[config.mk]
export PLATFORM = sky130hd
export DESIGN_NAME = up_counter_ctrl
export DESIGN_NICKNAME = d
export VERILOG_FILES = /design/src/rtl/up_counter_pkg.sv /design/src/rtl/up_counter_ctrl_tick_gen.sv /design/src/rtl/up_counter_ctrl.sv
export SDC_FILE = /design/constraint.sdc
export NUM_CORES = 1
export LEC_CHECK = 0
export CAP_MARGIN = 40
export CORE_ASPECT_RATIO = 0.9
export CORE_UTILIZATION = 45
export CTS_BUF_LIST = sky130_fd_sc_hd__clkbuf_2 sky130_fd_sc_hd__clkbuf_4 sky130_fd_sc_hd__clkbuf_8
export DETAILED_ROUTE_END_ITERATION = 8
export GPL_ROUTABILITY_DRIVEN = 1
export PLACE_DENSITY = 0.81
export SLEW_MARGIN = 10
export SYNTH_ARGS = -nofsm -noshare
export SYNTH_HDL_FRONTEND = slang
export SYNTH_SLANG_ARGS = --single-unit
[constraint.sdc]
create_clock -name clk -period 2.3 [get_ports clk]
set_input_delay 0.23 -clock clk [delete_from_list [all_inputs] [get_ports clk]]
set_output_delay 0.23 -clock clk [all_outputs]
set_load 0.005 [all_outputs]
[src/rtl/up_counter_pkg.sv]
// Shared state encoding and default sizing for the up counter control slice.
package up_counter_pkg;

   typedef enum logic [1:0] {
      IDLE = 2'd0,
      RUN  = 2'd1,
      HOLD = 2'd2,
      DONE = 2'd3
   } state_t;

   localparam int unsigned DEF_WIDTH    = 12;
   localparam int unsigned DEF_PRESCALE = 4;

   function automatic int unsigned presc_bits(int unsigned p);
      return (p > 1) ? $clog2(p) : 1;
   endfunction

endpackage

[src/rtl/up_counter_ctrl_tick_gen.sv]
// Prescaler for the counter: counts 0..PRESCALE-1 while enabled,
// emits a 1-cycle tick on the cycle it wraps back to 0.
module tick_gen
   import up_counter_pkg::*;
#(
   parameter int unsigned PRESCALE = DEF_PRESCALE
) (
   input  logic clk,
   input  logic rst,
   input  logic en,
   input  logic restart,
   output logic tick
);

   localparam int unsigned PW = presc_bits(PRESCALE);
   localparam logic [PW-1:0] LAST = PW'(PRESCALE - 1);

   logic [PW-1:0] cnt;

   assign tick = en && !restart && (cnt == LAST);

   always_ff @(posedge clk or negedge rst) begin
      if (!rst) begin
         cnt <= '0;
      end else if (restart) begin
         cnt <= '0;
      end else if (en) begin
         cnt <= (cnt == LAST) ? '0 : cnt + PW'(1);
      end
   end

endmodule

[src/rtl/up_counter_ctrl.sv]
// Run/stop sequencer for the up counter with valid/ready update handshake.
// Optional pause input enabled by defining UP_COUNTER_CTRL_PAUSE_EN.
module up_counter_ctrl
   import up_counter_pkg::*;
#(
   parameter int unsigned WIDTH    = DEF_WIDTH,
   parameter int unsigned PRESCALE = DEF_PRESCALE
) (
   input  logic             clk,
   input  logic             rst,
   input  logic             start,
   input  logic             stop,
   input  logic             clear,
   input  logic             wrap,
   input  logic [WIDTH-1:0] limit,
`ifdef UP_COUNTER_CTRL_PAUSE_EN
   input  logic             pause,
`endif
   output logic [WIDTH-1:0] count,
   output logic             running,
   output logic             done,
   output logic             upd_valid,
   input  logic             upd_ready
);

   state_t state;
   logic   stop_pend;
   logic   pause_i;
   logic   tick;
   logic   tg_en;
   logic   tg_restart;

`ifdef UP_COUNTER_CTRL_PAUSE_EN
   assign pause_i = pause;
`else
   assign pause_i = 1'b0;
`endif

   // HOLD neither advances nor restarts, so the phase survives the handshake
   assign tg_en      = (state == RUN) && !pause_i;
   assign tg_restart = clear
                    || (state == IDLE)
                    || (state == DONE)
                    || ((state == RUN) && stop);

   tick_gen #(
      .PRESCALE (PRESCALE)
   ) u_tick (
      .clk     (clk),
      .rst     (rst),
      .en      (tg_en),
      .restart (tg_restart),
      .tick    (tick)
   );

   always_ff @(posedge clk or negedge rst) begin
      if (!rst) begin
         state     <= IDLE;
         count     <= '0;
         running   <= 1'b0;
         done      <= 1'b0;
         upd_valid <= 1'b0;
         stop_pend <= 1'b0;
      end else if (clear) begin
         state     <= IDLE;
         count     <= '0;
         running   <= 1'b0;
         done      <= 1'b0;
         upd_valid <= 1'b0;
         stop_pend <= 1'b0;
      end else begin
         unique case (state)
            IDLE: begin
               stop_pend <= 1'b0;
               if (start && !stop) begin
                  state   <= RUN;
                  running <= 1'b1;
               end
            end
            RUN: begin
               if (stop) begin
                  state   <= IDLE;
                  running <= 1'b0;
               end else if (tick) begin
                  if (count < limit) begin
                     count     <= count + WIDTH'(1);
                     upd_valid <= 1'b1;
                     state     <= HOLD;
                  end else if (wrap) begin
                     count     <= '0;
                     upd_valid <= 1'b1;
                     state     <= HOLD;
                  end else begin
                     state   <= DONE;
                     done    <= 1'b1;
                     running <= 1'b0;
                  end
               end
            end
            HOLD: begin
               if (upd_valid && upd_ready) begin
                  upd_valid <= 1'b0;
                  stop_pend <= 1'b0;
                  if (stop || stop_pend) begin
                     state   <= IDLE;
                     running <= 1'b0;
                  end else begin
                     state <= RUN;
                  end
               end else if (stop) begin
                  stop_pend <= 1'b1;
               end
            end
            DONE: begin
               if (start && !stop) begin
                  count     <= '0;
                  done      <= 1'b0;
                  upd_valid <= 1'b1;
                  running   <= 1'b1;
                  state     <= HOLD;
               end
            end
            default: begin
               state <= IDLE;
            end
         endcase
      end
   end

endmodule
# Word-level counts from Yosys, hierarchy flattened

Cells that the tools add are included.

Register bits after elaboration: 20
Latch bits: 0
RAM bits: 0
Bits in read-only memories: 0
Input bits: 19
Output and inout port bits: 15
Logic and storage cells: 98
Memories kept: 0

Add/sub/neg operators: 2
Multiply operators: 0
Div/mod/pow operators: 0
$lt $le $gt $ge: 1
Equal/unequal tests: 18
Shift operators: 0
Multiplexer cells: 47
Bitwise logic cells: 0
Reduce and logical (&&, ||, !) cells: 23

Operator list:

| operator                                               | number |
|---|---|
| 2-to-1 mux 12 bit                                      | 6 |
| 2-to-1 mux 1 bit                                       | 26 |
| one-hot mux 12 bit (2 select lines)                    | 1 |
| inequality test 4 bit (second input constant)          | 5 |
| 2-to-1 mux 2 bit                                       | 9 |
| inequality test 3 bit (second input constant)          | 6 |
| AND reduction 6 bit                                    | 3 |
| adder 12 x 1 -> 12 bit (second input constant)         | 1 |
| less-than comparator 12 bit                            | 1 |
| one-hot mux 2 bit (4 select lines)                     | 1 |
| == test 2 bit (second input constant)                  | 3 |
| inequality test 3 x 2 -> 1 bit (second input constant) | 2 |
| one-hot mux 1 bit (3 select lines)                     | 2 |
| nonzero test 3 bit                                     | 2 |
| logical AND 1 bit                                      | 5 |
| AND reduction 5 bit                                    | 1 |
| logical OR 1 bit                                       | 4 |
| one-hot mux 1 bit (2 select lines)                     | 2 |
| AND reduction 4 bit                                    | 1 |
| nonzero test 4 bit                                     | 1 |
| inequality test 3 x 1 -> 1 bit (second input constant) | 1 |
| adder 2 x 1 -> 2 bit (second input constant)           | 1 |
| == test 2 x 1 -> 1 bit (second input constant)         | 1 |
| zero test 1 bit                                        | 2 |
| 4 further kinds                                        | 4 |

# Longest topological paths before layout

Gate-level depths: netlist of run 1.

Depth in word-level cells: 11
Mapped depth: 9

# Hierarchy

From an unflattened synthesis of run 1, not the netlist that was laid out.

Cells, all modules: 187
Area, all modules: 1559.0 µm²

By module, submodules not included:

| module          | instances | cells each | area each (µm²) | sequential area each (µm²) |
|---|---|---|---|---|
| up_counter_ctrl | 1         | 177        | 1451.4          | 450.4 |
| tick_gen        | 1         | 10         | 107.6           | 50.0 |

# Worst setup path before layout of run 1

OpenSTA, ideal clock, no wires.

Path kind: register to register
Start point: register count[2]
End point: register running
Setup time: 125 ps
Arrival: 2105 ps
Required time: 2175 ps
Path slack: 71 ps
Cell stages (with the launch flop): 8
Clock period less this slack: 2229 ps
Cell sequence: dfrtp_1 ha_1 o21a_1 o211ai_1 o41ai_4 o2111ai_1 a31oi_1 mux2_2

Cells in the longest elaborated chain, start to end: 3

Ends and longest elaborated chain:

| element                                | line                   | source |
|---|---|---|
| start, declared                        | up_counter_ctrl.sv:19  | `output logic [WIDTH-1:0] count,` |
| start signal, assigned                 | up_counter_ctrl.sv:86  | `count <= count + WIDTH'(1);` |
| less-than comparator 12 bit            | up_counter_ctrl.sv:85  | `if (count < limit) begin` |
| inequality test 4 bit (no source line) | n/a                    |  |
| AND reduction 6 bit (no source line)   | n/a                    |  |
| end signal, assigned                   | up_counter_ctrl.sv:83  | `running <= 1'b0;` |
| end signal, assigned                   | up_counter_ctrl.sv:96  | `running <= 1'b0;` |
| end signal, assigned                   | up_counter_ctrl.sv:106 | `running <= 1'b0;` |
| end, declared                          | up_counter_ctrl.sv:20  | `output logic running,` |

No other way between the ends.
A chain may end at the register's enable or synchronous reset.

# Final worst setup path of run 1

Start point: input port limit[10]
End point: register count[4]

Cells in the longest elaborated chain, start to end: 6

Ends and longest elaborated chain:

| element                             | line                  | source |
|---|---|---|
| start, declared                     | up_counter_ctrl.sv:15 | `input logic [WIDTH-1:0] limit,` |
| less-than comparator 12 bit (*)     | up_counter_ctrl.sv:85 |  |
| 2-to-1 mux 12 bit                   | up_counter_ctrl.sv:85 |  |
| 2-to-1 mux 12 bit                   | up_counter_ctrl.sv:84 | `end else if (tick) begin` |
| 2-to-1 mux 12 bit                   | up_counter_ctrl.sv:81 | `if (stop) begin` |
| one-hot mux 12 bit (2 select lines) | up_counter_ctrl.sv:72 | `unique case (state)` |
| 2-to-1 mux 12 bit                   | up_counter_ctrl.sv:64 | `end else if (clear) begin` |

Mark *: on every way between the ends. The rest lies on a longest branch, timed or not. The select of a mux whose other input is x is not followed.

==> results.py, run 1 <==
metrics = {
    "status": {
        "status": "complete, but fails checks",
        "violations": "setup timing",
    },
    "setup_path": {
        "arrival_ns": 2.51,
        "crit_path_cell_trace": "clkdlybuf4s50_1 -> inv_1 -> ha_1 -> o21ai_0 -> o22ai_4 -> or2_4 -> buf_4 -> buf_4 -> nor4_1 -> o21ai_0 -> o21ai_0",
        "r2r_cells": 9,
        "critPathMaxStageDelay_ns": 0.46,
        "crit_type": "input pin to flop",
        "cp_num_buf_inv": 4,
        "crit_path_start_kind": "input pin",
        "critPathMaxFanout": 4,
        "worst-r2r-setup-slack_ns": 0.02,
        "cp_common_cell": "o21ai_0",
        "critPathSlowestCell": "clkdlybuf4s50_1",
        "critical_path_required_ns": 2.48,
        "timing.rr.end": "count[4]",
        "crit_family": "buffers and inverters",
        "end_kind": "flop",
        "reg2reg_from": "count[7]",
    },
    "drt": {
        "drcViolationCount": 0,
        "num_vias": 1729,
        "drt_wl_total_um": 4730,
        "drtIter0Drc": 88,
        "first_pass_iters": 4,
        "ant_nets": 0,
        "wl_per_cell_um": 15.8,
        "routed_via_density": 5.76,
    },
    "floorplan": {
        "initial_core_util_pct": 47.0,
        "die_w_um": 64.6,
        "core_area_sq_um": 3380,
        "ios": 34,
        "die_area_sq_um": 3770,
        "rows": 20,
        "dieHeight_um": 58.4,
    },
    "global_routing": {
        "grt_pass1_vias": 1619,
        "grt_use_met2_pct": 41.8,
        "gr-usage-met3_pct": 3.68,
        "overflow": 0,
        "grt_pass1_wl_um": 7090,
        "grt_usage_pct": 24.6,
        "busiest_layer": "met2",
        "grt_util_met1_pct": 32.1,
        "antenna_found_initial": 0,
        "grt_max_degree": 21,
    },
    "cells_and_area": {
        "fin_nets": 293,
        "area_delta_synth_final_pct": 51.8,
        "antennaDiodeCount": 0,
        "n_fill_cell": 247,
        "drive_above_1_share_pct": 24.6,
    },
    "clock_tree": {
        "clock_latency_ns": 0.26,
        "clock-sinks": 20,
        "h-tree-depth": 1,
        "ctsHoldBuffers": 0,
        "clk_pin_slew_worst_paths_ns": 0.08,
        "cts_buffers": 3,
        "cts_root_buf": "clkbuf_8",
        "cts_buffer_depth": 2,
        "cts_tree": "yes",
    },
    "sta": {
        "fin_crit_ns": 2.33,
        "hold_violations": 0,
        "slew_violations": 0,
        "finalSetupViolCount": 1,
        "setup_ws_ns": -0.0318,
        "period_share_pct": 101,
        "slew_headroom_pct": 71.3,
        "skew_ns": 0.00293,
        "max_slew.worst_pin.slew_ns": 0.426,
        "tns_ns": -0.0318,
        "fmax_mhz": 429,
    },
    "power_and_ir_drop": {
        "peakVddDrop_mv": 0.243,
        "switchingPower_mw": 0.279,
        "total_power_mw": 0.934,
        "power_frac_seq_pct": 41.1,
        "p_leak_nw": 1.10,
        "intPower_mw": 0.656,
        "p_comb_share_pct": 29.4,
        "powerDensity_nw_per_um2": 387,
        "p_clk_share_pct": 29.5,
        "switching_share_pct": 29.8,
    },
    "worst_hold_path": {
        "hold_class": "input pin to async pin",
    },
    "placement": {
        "gp_congestion": 0.933,
        "hpwl_um": 3200,
        "pre_cts_ws_ns": -0.334,
        "io_buffers": 33,
    },
    "yosys": {
        "synth_top_area_share_pct": 31.5,
        "ys_ff_latch": 20,
        "ys_seq_area_share_pct": 31.5,
        "synthTopCellsByCount": "inv_1 (26), dfrtp_1 (20), ha_1 (17)",
        "syn_inst": 189,
        "synth_edf_count": 0,
        "async_flop_share_pct": 100,
        "synth_top_area_cell": "dfrtp_1",
        "synthTopCellsByArea": "dfrtp_1 (31%), ha_1 (13%), inv_1 (6.1%)",
        "synth.distinct_cells": 44,
        "synth_nets": 225,
        "synth_flop_cell": "dfrtp_1",
        "syn_area_sq_um": 1590,
        "ys.warnings.count": 0,
        "synth_most_common_cell": "inv_1",
        "syn_avg_cell_area_sq_um": 8.41,
    },
    "run": {
        "max_cap_viol_count": 0,
    },
}
metrics by stage:
| step | hold slack (ns) | instance area [sq um] | std cells | utilization, % |
|---|---|---|---|---|
| after floorplan | -0.0656 | 1590 | 189 | - |
| after global placement | 0.498 | 2180 | 292 | 64.4 |
| after detailed placement | 0.500 | 2180 | 292 | 64.4 |
| after CTS | 0.319 | 2260 | 297 | 66.8 |
| after global routing | 0.340 | 2410 | 300 | 71.4 |
| final | 0.308 | 2410 | 300 | 71.4 |
power groups by stage:
| stage | Clock [mW] | Sequential [mW] | Combinational, mW |
|---|---|---|---|
| floorplan | 0 | 0.388 | 0.127 |
| global placement | 0 | 0.390 | 0.240 |
| detailed placement | 0 | 0.390 | 0.245 |
| CTS | 0.277 | 0.383 | 0.248 |
| global route | 0.296 | 0.386 | 0.296 |
| finish | 0.276 | 0.384 | 0.275 |
worst register-to-register path, cell delays in order (launching register included):
cell and delay, ns:
dfrtp_1 0.45, ha_1 0.31, a21oi_1 0.25, o22ai_4 0.13, or2_4 0.25, buf_4 0.16
buf_4 0.14, nor4_1 0.30, o21ai_0 0.12, o21ai_0 0.09
placed cells by master (no fill, tap or decap), types with 3 or more instances in the layout:
cell and count:
clkdlybuf4s50_1 31, buf_4 31, inv_1 24, dfrtp_1 20, ha_1 15, nand2_1 14, a21oi_1 12, nor2_1 10
o21ai_0 10, nand3_1 9, o21ai_1 7, nor4_1 5, or3_1 5, nor3_1 4, clkbuf_8 4, buf_6 4
o211ai_1 3, nor3_2 3, and3_1 3
layout make-up:
class / instances / area, sq um / share of cell area [%]
sequential: 20 / 500 / 20.7
tap: 44 / 55.1 / 2.28
multi-input combinational: 138 / 1090 / 45.2
timing repair buffer: 68 / 613 / 25.4
clock buffer: 4 / 55.1 / 2.28
inverter: 26 / 97.6 / 4.05
registers in the layout, indices dropped and copies added (netlist names):
register and cells:
state 2, u_tick.cnt 2, done 1, stop_pend 1
upd_valid 1, running 1, count 12
worst max path at each step:
stage                   start       end  slack, ns  cells after the start
floorplan            count[2]   running       0.07                      7
global placement     limit[2]  count[6]      -0.28                     10
finish              limit[10]  count[4]      -0.03                     11
global route        limit[10]  count[4]       -0.1                     11
CTS                  limit[9]  count[5]      0.006                     11
detailed placement   limit[2]  count[6]      -0.33                     10
routing by layer:
layer / wire, um / part of all wire, %
met5: 0 / 0
met4: 89 / 1.9
met3: 240 / 5.1
met2: 2400 / 51
met1: 2010 / 42
logic make-up after synthesis:
| group | synth area share (%) |
|---|---|
| simple gates | 21.3 |
| compound gates | 24.4 |
| fa+ha+maj | 13.4 |
| flops | 31.5 |
| buf+inv | 8.03 |
| mux | 1.34 |
what timing repair did:
| item | 4_1_cts | 5_1_grt |
|---|---|---|
| hold endpoints to repair | 0 | 0 |
| setup buffers | 1 | 3 |
| gates resized for setup | 5 | 27 |
| pin swaps | 3 | 13 |
| setup endpoints to repair | 7 | 16 |
Power figures use the tool's default switching activity.
==> inputs of run 2 (changes only) <==
--- a/constraint.sdc
+++ b/constraint.sdc
@@ -3,2 +3,2 @@
 set_output_delay 0.23 -clock clk [all_outputs]
-set_load 0.005 [all_outputs]
+set_load 0.05 [all_outputs]
==> run 2 against run 1 <==
- the flow now finishes without violations
- utilization down 3.3 points
- power up 0.73%
- design area down 4.6%
- combinational power up 10%
- clock skew down 0.0011 ns
- sequential share of layout area up 1.6 points
- via count down 6.7%
- register-to-register slack better by 0.04 ns
- critical endpoint is now count[6]
- largest cell class unchanged
==> results.py, run 2 (synthesized netlist as in run 1, its figures left out) <==
metrics = {
    "power_and_ir_drop": {
        "peakVddDrop_mv": 0.415,
        "powerDensity_nw_per_um2": 409,
        "p_leak_nw": 1.01,
    },
    "placement": {
        "dp_cells": 282,
        "io_buffers": 33,
        "pre_cts_ws_ns": -0.253,
        "place_area_sq_um": 2160,
        "gp_congestion": 0.881,
        "hpwl_um": 3270,
    },
    "floorplan": {
        "dieHeight_um": 58.4,
        "rows": 20,
        "ios": 34,
        "die_w_um": 64.6,
        "core_area_sq_um": 3380,
        "die_area_sq_um": 3770,
        "initial_core_util_pct": 47.0,
    },
    "cells_and_area": {
        "layout_commonest_cell": "clkdlybuf4s50_1",
        "area_delta_synth_final_pct": 44.9,
        "drive_above_1_share_pct": 25.7,
        "instances_no_fill": 289,
        "multi_input_area_sq_um": 1070,
        "largest_register": "count",
        "antennaDiodeCount": 0,
        "fin_nets": 282,
        "final_cell_mix": "clkdlybuf4s50_1 (31), inv_1 (25), buf_4 (23)",
        "largest_registers": "count x12, state x2, u_tick.cnt x2",
        "largest_reg_flops": 12,
        "n_fill_cell": 276,
        "register_area_sq_um": 514,
        "stdcell_area_sq_um": 2300,
    },
    "drt": {
        "first_pass_iters": 4,
        "drt_wl_total_um": 4410,
        "drtIter0Drc": 142,
        "drcViolationCount": 0,
        "wl_per_cell_um": 15.3,
        "num_vias": 1613,
        "routed_via_density": 5.58,
        "ant_nets": 0,
    },
    "setup_path": {
        "crit_path_start_kind": "input pin",
        "critical_path_required_ns": 2.48,
        "crit_type": "input pin to flop",
        "arrival_ns": 2.46,
        "critPathMaxFanout": 5,
        "end_kind": "flop",
    },
    "global_routing": {
        "antenna_found_initial": 0,
        "overflow": 0,
        "grt_usage_pct": 24.4,
        "grt_max_degree": 21,
        "grt_pass1_vias": 1582,
        "grt_pass1_wl_um": 7080,
    },
    "sta": {
        "fin_crit_ns": 2.27,
        "slew_headroom_pct": 66.6,
        "hold_violations": 0,
        "setup_ws_ns": 0.0283,
        "fmax_mhz": 440,
        "finalSetupViolCount": 0,
        "slew_violations": 0,
        "grt_setup_unrepaired": "yes",
        "period_share_pct": 98.8,
        "tns_ns": 0,
        "max_slew.worst_pin.slew_ns": 0.499,
        "skew_ns": 0.00184,
    },
    "clock_tree": {
        "cts_tree": "yes",
        "clock_latency_ns": 0.26,
        "cts_buffers": 3,
        "cts_buffer_depth": 2,
        "clock-sinks": 20,
        "h-tree-depth": 1,
        "cts_root_buf": "clkbuf_8",
        "ctsHoldBuffers": 0,
        "clk_pin_slew_worst_paths_ns": 0.08,
    },
    "run": {
        "max_cap_viol_count": 0,
    },
    "worst_hold_path": {
        "hold_class": "input pin to async pin",
    },
    "status": {
        "status": "completed",
    },
}
[run 2: changes by cell type in the layout (fill, tap and decap cells not counted), sizes merged]
cell / before / now
buf: 35 / 24
[run 2: worst max-delay path, cell delays in order]
cell,delay [ns]
clkdlybuf4s50_1,0.46
inv_1,0.06
ha_4,0.27
nand4_1,0.17
buf_4,0.21
o41a_2,0.48
o221ai_4,0.22
buf_4,0.18
a21oi_2,0.04
o21ai_1,0.14
[run 2: final timing paths]
path                          start   endpoint  slack [ns]  cells past startpoint
setup / recovery           limit[9]   count[6]        0.03                     10
hold / removal                  rst   state[0]        0.31                      2
hold reg to reg             running    running        0.54                      1
min in group clk            running    running        0.54                      1
max in group asynchronous       rst  count[11]        1.76                      2
setup reg to reg           count[9]   count[6]        0.06                      8
[run 2: area by class of cell]
class	instances	share of cell area [%]
Tap cell	44	2.39
Sequential cell	20	22.3
Inverter	26	4.24
Multi-Input combinational cell	138	46.4
Clock buffer	4	2.12
Timing Repair Buffer	57	22.6
[run 2: where the power goes]
group	leakage, nW	total (mW)	internal [mW]	switching, mW
clock	0.0262	0.254	0.135	0.119
combinational	0.726	0.303	0.133	0.170
sequential	0.257	0.384	0.368	0.0158
total	1.01	0.941	0.636	0.305
[run 2: metrics by stage]
stage	utilization (%)	hold slack, ns	total power, mW
5_1_grt	68.1	0.337	0.984
3_3_place_gp	63.9	0.500	0.667
3_5_place_dp	63.9	0.517	0.675
2_1_floorplan	-	-0.0656	0.552
6_report	68.1	0.311	0.941
4_1_cts	65.3	0.317	0.928
[run 2: what timing repair did]
item / CTS / global route
gates resized for setup: 0 / 17
buffers inserted: 0 / 3
setup endpoints to repair: 0 / 14
[run 2: layer usage]
layer / GRT usage (%) / routed length (um) / vias to the layer above / share of wire [%]
met5: 0 / 0 / - / 0
met4: 6.03 / 48 / 0 / 1.1
met3: 3.88 / 230 / 6 / 5.2
met2: 42.3 / 2130 / 60 / 48
met1: 32.0 / 2010 / 753 / 45
li1: - / - / 794 / -
